### src/rtl/lsu_bus_bridge.sv
// Load/store bridge from the memory pipeline stage to a valid/ready word bus.
// Optional bus wait timeout is compiled in with `define LSU_TIMEOUT_EN.
module lsu_bus_bridge #(
    parameter int TIMEOUT_CYCLES = 255
) (
    input  logic        clock,
    input  logic        reset,
    input  logic [31:0] memory_address,
    input  logic [31:0] memory_write_data,
    input  logic        memory_read,
    input  logic        memory_write,
    input  logic [1:0]  memory_size,
    input  logic        load_store_unsigned,
    output logic [31:0] memory_read_data,
    output logic        mem_stall,
    output logic        misaligned,
    output logic        bus_req,
    output logic        bus_we,
    output logic [31:0] bus_addr,
    output logic [31:0] bus_wdata,
    output logic [3:0]  bus_wstrb,
    input  logic        bus_gnt,
    input  logic        bus_rvalid,
    input  logic [31:0] bus_rdata,
    output logic        bus_error
);

    typedef enum logic [1:0] {IDLE, REQ, WAIT_R, DONE} state_t;

    state_t      state, state_next;
    logic        request, access_bad, capture, expired, timeout;
    logic [3:0]  lanes;
    logic [31:0] load_value;

    if (TIMEOUT_CYCLES < 1) begin : g_timeout_check
        $error("TIMEOUT_CYCLES must be at least 1");
    end

    // Shift the addressed lane down, then sign- or zero-extend it.
    function automatic logic [31:0] extract(input logic [31:0] rdata, input logic [1:0] off,
                                            input logic [1:0] size, input logic uns);
        logic [31:0]        s;
        logic signed [7:0]  b;
        logic signed [15:0] h;
        s = rdata >> {off, 3'b000};
        b = s[7:0];
        h = s[15:0];
        case (size)
            2'd0:    extract = uns ? {24'h0, b} : {{24{b[7]}}, b};
            2'd1:    extract = uns ? {16'h0, h} : {{16{h[15]}}, h};
            default: extract = s;
        endcase
    endfunction

    assign request    = memory_read | memory_write;
    assign bus_addr   = {memory_address[31:2], 2'b00};
    assign load_value = extract(bus_rdata, memory_address[1:0], memory_size, load_store_unsigned);

    always_comb begin
        case (memory_size)
            2'd0:    access_bad = 1'b0;
            2'd1:    access_bad = memory_address[0];
            2'd2:    access_bad = (memory_address[1:0] != 2'b00);
            default: access_bad = 1'b1;
        endcase
    end

    always_comb begin
        case (memory_size)
            2'd0: begin
                bus_wdata = {4{memory_write_data[7:0]}};
                lanes     = 4'b0001 << memory_address[1:0];
            end
            2'd1: begin
                bus_wdata = {2{memory_write_data[15:0]}};
                lanes     = 4'b0011 << memory_address[1:0];
            end
            default: begin
                bus_wdata = memory_write_data;
                lanes     = 4'b1111;
            end
        endcase
    end

`ifdef LSU_TIMEOUT_EN
    localparam int                CNT_W    = $clog2(TIMEOUT_CYCLES + 1);
    localparam logic [CNT_W-1:0] CNT_LAST = CNT_W'(TIMEOUT_CYCLES - 1);

    logic [CNT_W-1:0] wait_cnt;

    // Held at zero in IDLE so every transaction enters REQ with a fresh count.
    always_ff @(posedge clock or posedge reset) begin
        if (reset)
            wait_cnt <= '0;
        else if (state == REQ || state == WAIT_R)
            wait_cnt <= wait_cnt + 1'b1;
        else
            wait_cnt <= '0;
    end

    assign timeout   = (state == REQ || state == WAIT_R) && (wait_cnt == CNT_LAST);
    assign bus_error = expired;
`else
    assign timeout   = 1'b0;
    assign bus_error = 1'b0;
`endif

    always_ff @(posedge clock or posedge reset) begin
        if (reset)
            state <= IDLE;
        else
            state <= state_next;
    end

    always_comb begin
        state_next = state;
        bus_req    = 1'b0;
        misaligned = 1'b0;
        capture    = 1'b0;
        expired    = 1'b0;
        case (state)
            IDLE: begin
                if (request) begin
                    if (access_bad)
                        misaligned = 1'b1;
                    else
                        state_next = REQ;
                end
            end
            REQ: begin
                bus_req = 1'b1;
                if (bus_gnt) begin
                    if (memory_write) begin
                        state_next = DONE;
                    end else if (bus_rvalid) begin
                        capture    = 1'b1;
                        state_next = DONE;
                    end else begin
                        state_next = WAIT_R;
                    end
                end else if (timeout) begin
                    expired    = 1'b1;
                    capture    = ~memory_write;
                    state_next = DONE;
                end
            end
            WAIT_R: begin
                if (bus_rvalid) begin
                    capture    = 1'b1;
                    state_next = DONE;
                end else if (timeout) begin
                    expired    = 1'b1;
                    capture    = 1'b1;
                    state_next = DONE;
                end
            end
            default: state_next = IDLE;
        endcase
    end

    assign bus_we    = bus_req & memory_write;
    assign bus_wstrb = bus_we ? lanes : 4'b0000;
    assign mem_stall = request && (state != DONE) && !access_bad;

    always_ff @(posedge clock or posedge reset) begin
        if (reset)
            memory_read_data <= '0;
        else if (capture)
            memory_read_data <= expired ? 32'h0 : load_value;
    end

endmodule

### config.mk
export PLATFORM = sky130hd
export DESIGN_NAME = lsu_bus_bridge
export DESIGN_NICKNAME = d
export VERILOG_FILES = /design/src/rtl/lsu_bus_bridge.sv
export SDC_FILE = /design/constraint.sdc
export NUM_CORES = 1
export LEC_CHECK = 0
export CAP_MARGIN = 20
export CORE_MARGIN = 2
export CORE_UTILIZATION = 25
export DETAILED_ROUTE_END_ITERATION = 16
export GPL_ROUTABILITY_DRIVEN = 1
export GPL_TIMING_DRIVEN = 1
export SETUP_SLACK_MARGIN = 0.4
export SYNTH_ARGS = -nofsm -noshare
export SYNTH_HDL_FRONTEND = slang
export SYNTH_SLANG_ARGS = --single-unit
### constraint.sdc
create_clock -name clock -period 4.9 [get_ports clock]
set_input_delay 1.47 -clock clock [delete_from_list [all_inputs] [get_ports clock]]
set_output_delay 1.47 -clock clock [all_outputs]
set_load 0.01 [all_outputs]
==> metrics.txt <==
# TYPE chip_impl_metric gauge
chip_impl_metric{name="dr.pass1.iters",unit=""} 4
chip_impl_metric{name="whs_path_depth",unit=""} 2
chip_impl_metric{name="synthXorXnorAreaFrac",unit=""} 0
chip_impl_metric{name="muxShareOfSynthArea",unit=""} 0.173
chip_impl_info{name="worstSetupStartpointType",value="input port"} 1
chip_impl_info{name="synth_top_cell_by_area",value="dfrtp_1"} 1
chip_impl_metric{name="port-buffer-count",unit=""} 146
chip_impl_info{name="dominantRegCellSynth",value="dfrtp_1"} 1
chip_impl_info{name="netlist_top_cells_area",value="dfrtp_1 31%, buf_4 12%, mux2i_1 8.5%, mux2_2 7.9%, nand2_1 7.9%"} 1
chip_impl_metric{name="post-place-cells",unit=""} 572
chip_impl_metric{name="hpwl",unit="mm"} 7.56
chip_impl_info{name="worst_hold_path.endpoint",value="memory_read_data[2]"} 1
chip_impl_metric{name="cellPowerDensity",unit="nW/um2"} 382
chip_impl_metric{name="design.core.area",unit="um2"} 10400
chip_impl_metric{name="post_synth_fa_ha_maj_area_fraction",unit=""} 0.0185
chip_impl_metric{name="start_util",unit=""} 0.259
chip_impl_metric{name="fillCellCount",unit=""} 1053
chip_impl_info{name="clock-root-buffer",value="clkbuf_8"} 1
chip_impl_metric{name="design.die.area",unit="um2"} 11700
chip_impl_info{name="critical_path.reg2reg.startpoint",value="state[1]"} 1
chip_impl_metric{name="count_of_final_max_slew_check_failures",unit=""} 0
chip_impl_metric{name="crit_path_max_fanout",unit=""} 8
chip_impl_metric{name="largest_net_degree_at_the_start_of_global_routing",unit=""} 35
chip_impl_metric{name="wl_per_cell",unit="um"} 16.4
chip_impl_metric{name="drt_drc_violations_left",unit=""} 0
chip_impl_metric{name="finalHoldViolCount",unit=""} 0
chip_impl_metric{name="chipHeight",unit="um"} 108
chip_impl_metric{name="final_min_period_over_clock_period",unit=""} 0.892
chip_impl_metric{name="synth_edf_count",unit=""} 0
chip_impl_metric{name="timing.clock.skew",unit="ns"} 0.00472
chip_impl_metric{name="r2r_setup_slack",unit="ns"} 2.72
chip_impl_metric{name="synth_compound_area_frac",unit=""} 0.114
chip_impl_metric{name="timing_worst_slew_pin_value",unit="ns"} 0.825
chip_impl_metric{name="static-leakage-power",unit="nW"} 1.85
chip_impl_info{name="cp_cell_sequence",value="dlygate4sd2_1 -> buf_4 -> nor2_1 -> buf_4 -> nand2_1 -> nand2_1 -> clkdlybuf4s50_1"} 1
chip_impl_metric{name="post_synth_inst_count",unit=""} 340
chip_impl_metric{name="setup-violations-final",unit=""} 0
chip_impl_metric{name="routed_wl",unit="mm"} 9.53
chip_impl_metric{name="clkLatencyLatePin",unit="ns"} 0.29
chip_impl_metric{name="critPathArrivalTime",unit="ns"} 2.90
chip_impl_metric{name="clock_tree.htree_level_count",unit=""} 2
chip_impl_metric{name="synth.lib_cells_used.distinct",unit=""} 33
chip_impl_metric{name="finalCriticalPeriod",unit="ns"} 4.37
chip_impl_metric{name="drive_gt1_frac",unit=""} 0.105
chip_impl_metric{name="grt_first_pass_wirelength",unit="mm"} 14.5
chip_impl_metric{name="fin_cells",unit=""} 582
chip_impl_info{name="critical_path.reg2reg.endpoint",value="memory_read_data[7]"} 1
chip_impl_metric{name="cts_max_path_buffers",unit=""} 2
chip_impl_info{name="main_combinational_cell_family_by_area_after_synthesis",value="simple AND/OR/NAND/NOR gates"} 1
chip_impl_metric{name="initialDrtViolationCount",unit=""} 126
chip_impl_metric{name="postSynth.asyncResetShare",unit=""} 1.00
chip_impl_metric{name="antenna_found_initial",unit=""} 0
chip_impl_metric{name="area_growth",unit="%"} 54.4
chip_impl_info{name="tritoncts",value="done"} 1
chip_impl_metric{name="ys_seq_area_frac",unit=""} 0.315
chip_impl_metric{name="grt_pass1_vias",unit=""} 2618
chip_impl_metric{name="area_fraction_of_the_dominant_cell_type_after_synthesis",unit=""} 0.315
chip_impl_info{name="post_synth_most_frequent_cells",value="57 x nand2_1, 42 x buf_4, 34 x dfrtp_1"} 1
chip_impl_info{name="cell_with_the_most_instances_after_synthesis",value="nand2_1"} 1
chip_impl_info{name="cpMaxStageDelayCell",value="clkdlybuf4s50_1"} 1
chip_impl_metric{name="post_drt_via_cell_ratio",unit=""} 4.58
chip_impl_metric{name="detail-route-antenna-nets",unit=""} 0
chip_impl_metric{name="routabilityCongestion",unit=""} 0.838
chip_impl_metric{name="cts_made_buffers",unit=""} 5
chip_impl_metric{name="ios",unit=""} 210
chip_impl_info{name="timing.hold.worst.class",value="reg2reg"} 1
chip_impl_metric{name="cell_area_synth",unit="um2"} 2700
chip_impl_metric{name="synth-seq-cells",unit=""} 34
chip_impl_info{name="grt_setup_unrepaired",value="false"} 1
chip_impl_info{name="outcome",value="completed"} 1
chip_impl_metric{name="tns",unit="ns"} 0
chip_impl_metric{name="num_vias",unit=""} 2668
chip_impl_metric{name="gr-total-overflow",unit=""} 0
chip_impl_metric{name="synthSimpleGateAreaFrac",unit=""} 0.217
chip_impl_metric{name="max-vdd-ir-drop",unit="mV"} 0.160
chip_impl_metric{name="chipWidth",unit="um"} 108
chip_impl_metric{name="grt.total_usage",unit=""} 0.161
chip_impl_metric{name="design.final.nets",unit=""} 554
chip_impl_metric{name="n_antenna_cell",unit=""} 0
chip_impl_metric{name="post_syn_area_per_cell",unit="um2"} 7.95
chip_impl_metric{name="ys.warnings.count",unit=""} 0
chip_impl_metric{name="clock-sinks",unit=""} 34
chip_impl_metric{name="crit_required",unit="ns"} 3.43
chip_impl_metric{name="cts_hold_buffers",unit=""} 0
chip_impl_metric{name="rows",unit=""} 37
chip_impl_metric{name="cap_violations",unit=""} 0
chip_impl_metric{name="clkTransAtPathRegs",unit="ns"} 0.07
chip_impl_info{name="critical_path.endpoint_type",value="output port"} 1
chip_impl_info{name="worstHoldStart",value="memory_read_data[2]"} 1
chip_impl_metric{name="fmax",unit="MHz"} 229
chip_impl_metric{name="design_power_total",unit="W"} 0.00159
chip_impl_metric{name="cp_slowest_stage_delay",unit="ns"} 0.54
chip_impl_metric{name="worst_r2r_path_depth",unit=""} 5
chip_impl_metric{name="slew_headroom",unit=""} 0.450
chip_impl_info{name="crit_type",value="in2out"} 1
flip-flops by register name, indices dropped and copies added, names as in the netlist:
name	flops
state	2
memory_read_data	32
cells by family (layout without fill, tap and decap cells):
family	after synthesis	in the layout
buf+inv	68	172
simple gates	135	135
flops	34	34
compound gates	55	55
mux	43	43
other cells	1	3
fa+ha+maj	4	4
cells in the final DEF, fill, tap and decap left out, types with 8 or more instances in the layout:
master / count
mux2_2: 19
nand3_1: 32
clkdlybuf4s50_1: 142
nand2_1: 56
mux2i_1: 23
a21oi_1: 19
o21ai_0: 25
nor2_1: 33
dfrtp_1: 34
buf_4: 8
area by class of cell:
type	instances	area, um2	share of cell area
Multi-Input combinational cell	240	1430	0.343
Clock buffer	5	68.8	0.0165
Tap cell	136	170	0.0408
Timing Repair Buffer	157	1590	0.380
Sequential cell	34	851	0.204
Clock inverter	3	40.0	0.00960
Inverter	7	26.3	0.00630
stage by stage:
| step | cell area (um2) | hold slack (ns) | setup WS [ns] | utilization |
|---|---|---|---|---|
| after floorplan | 2710 | 0.514 | 1.03 | - |
| after global placement | 4010 | 0.472 | 0.310 | 0.385 |
| after detailed placement | 4010 | 0.480 | 0.265 | 0.385 |
| after CTS | 4170 | 0.498 | 0.478 | 0.400 |
| after global routing | 4170 | 0.523 | 0.465 | 0.400 |
| final | 4170 | 0.496 | 0.528 | 0.400 |
where the power goes:
part	switching, W	leakage, nW	internal (W)
Combinational	0.000388	1.36	0.000461
Sequential	0.0000736	0.428	0.000410
Clock	0.000108	0.0579	0.000150
critical path, delay by kind of cell:
family | cells | cell delay [ns]
AND/OR/NAND/NOR | 3 | 0.23
buffers and inverters | 4 | 1.19
per-layer routing:
layer	vias to the layer above	wire length, um	GRT usage
met1	1257	4290	0.215
met4	0	136	0.0394
met2	85	4600	0.266
li1	1314	-	-
met3	12	502	0.0325
met5	-	0	0
worst max-delay path by stage:
stage | endpoint | slack, ns | from | cells past startpoint
after CTS | bus_wstrb[3] | 0.48 | memory_write | 4
after detailed placement | bus_wstrb[2] | 0.26 | memory_address[1] | 6
final | bus_wdata[10] | 0.53 | memory_size[0] | 7
after floorplan | bus_wdata[10] | 1.03 | memory_size[0] | 6
after global placement | bus_wstrb[2] | 0.31 | memory_address[1] | 6
after global routing | bus_wdata[10] | 0.46 | memory_size[0] | 7
timing repair:
item / CTS / global route
resized for setup: 9 / 1
buffers inserted: 1 / 0
gates cloned: 1 / 0
setup endpoints to repair: 19 / 1
Note: power is estimated with default switching activity, not from simulation.
==> RTL edit: new RTL, config.mk and constraints unchanged <==
The option `LSU_TIMEOUT_EN` is turned on by a define.
--- a/src/rtl/lsu_bus_bridge.sv
+++ b/src/rtl/lsu_bus_bridge.sv
@@ -1,5 +1,7 @@
 // Load/store bridge from the memory pipeline stage to a valid/ready word bus.
 // Optional bus wait timeout is compiled in with `define LSU_TIMEOUT_EN.
+`define LSU_TIMEOUT_EN
+
 module lsu_bus_bridge #(
     parameter int TIMEOUT_CYCLES = 255
 ) (
Function: no difference found for any inputs over 10 cycles, from zero or initial values and one cycle with reset high; that may be too few to reach the edited logic, so the function may still have changed.
==> RTL edit against the unedited design <==
- via count increased by 11%
- clock power rose by 22%
- total power increased by 20%
- die area rose by 27%
- critical endpoint is now bus_wstrb[1]
- cell count is 10% higher
- sequential cell count rose by 8
- utilization decreased by 3.1 points
- synthesized cell count is 2.4% higher
- worst setup slack better by 0.048 ns
- design area up 22%
- routed wire length rose by 12%
- area after synthesis increased by 28%
- maximum frequency grew 1.1%
- sequential share of layout area is 0.32 points higher
==> RTL edit: results (changes against the unedited design) <==
| Metric | Value |
|---|---|
| Final #Nets | 573 (+3.4%) |
| Non-filler cells, final | 643 (+10%) |
| Clk root buf | clkbuf_16 |
| Clock sinks | 42 (+24%) |
| CP peak stage delay | 0.50 ns (-0.04 ns) |
| Largest net degree at the start of global routing | 32 (-8.6%) |
| Post-Syn Area | 0.00346 mm2 (+28%) |
| Starting DRT DRC Count | 98 (-22%) |
| VDD IR max | 141 uV (-12%) |
| Cells after synthesis | 348 (+2.4%) |
| Post-DP HPWL | 8460 um (+12%) |
| Status | complete, no violations |
| Reg2reg start | state[0]$_DFFE_PP0P_ |
| GRT Overall Usage | 14.2% (-1.9 points) |
| Initial antenna violation count | 1 (+1) |
| Signal buffers | 168 (+7.0%) |
| Register area share after synthesis | 30.3% (-1.2 points) |
| Top cells by area, synth | dfrtp_1 30%, mux2_4 9.1%, buf_4 8.9%, mux2_2 8.5%, mux2i_1 7.8% |
| First-pass GRT wire length | 16300 um (+12%) |
| Critical path endpoint | bus_wstrb[1] |
| Setup ws final | 0.577 ns (+0.0484 ns) |
| Met2 usage | 23.5% (-3.2 points) |
| Fill cells | 1369 (+30%) |
| Dpl cell area | 0.00478 mm2 (+19%) |
| Layout cell share with drive strength beyond 1 | 19.3% (+8.7 points) |
| Worst Clk Skew | 0.00466 ns (-0.0000568 ns) |
| Vias in the first global route | 2999 (+15%) |
| Hold Slack | 0.521 ns (+0.0245 ns) |
| CP Max Fanout | 12 (+4) |
| Cell area after layout | 0.00507 mm2 (+22%) |
| Data arrival, critical path | 2.85 ns (-0.05 ns) |
## RTL edit: power by group through the flow
stage / Clock [uW] / Combinational (uW) / Sequential [uW]
finish: 315 / 993 / 596
global route: 341 / 1070 / 616
CTS: 322 / 1000 / 597
detailed placement: 0 / 999 / 599
global placement: 0 / 987 / 596
floorplan: 0 / 508 / 638
## RTL edit: what timing repair did
action / in CTS / in global routing
hold buffers: 0 / 0
pin swaps: 1 / 0
setup endpoints to repair: 21 / 12
gates resized for setup: 20 / 11
gates cloned: 1 / 0
setup buffers: 3 / 3
## RTL edit: cells by family (layout without fill, tap and decap cells)
family | Yosys count | in the layout | synth area share [%]
buffers and inverters | 80 | 193 | 15.7
XOR/XNOR | 6 | 6 | 1.52
multiplexers | 75 | 75 | 26.0
flip-flops | 42 | 42 | 30.3
adder cells (fa/ha/maj) | 6 | 6 | 2.17
other | 1 | 3 | 0.108
AND/OR/NAND/NOR | 69 | 69 | 10.2
AO/OA/AOI/OAI | 69 | 69 | 14.0
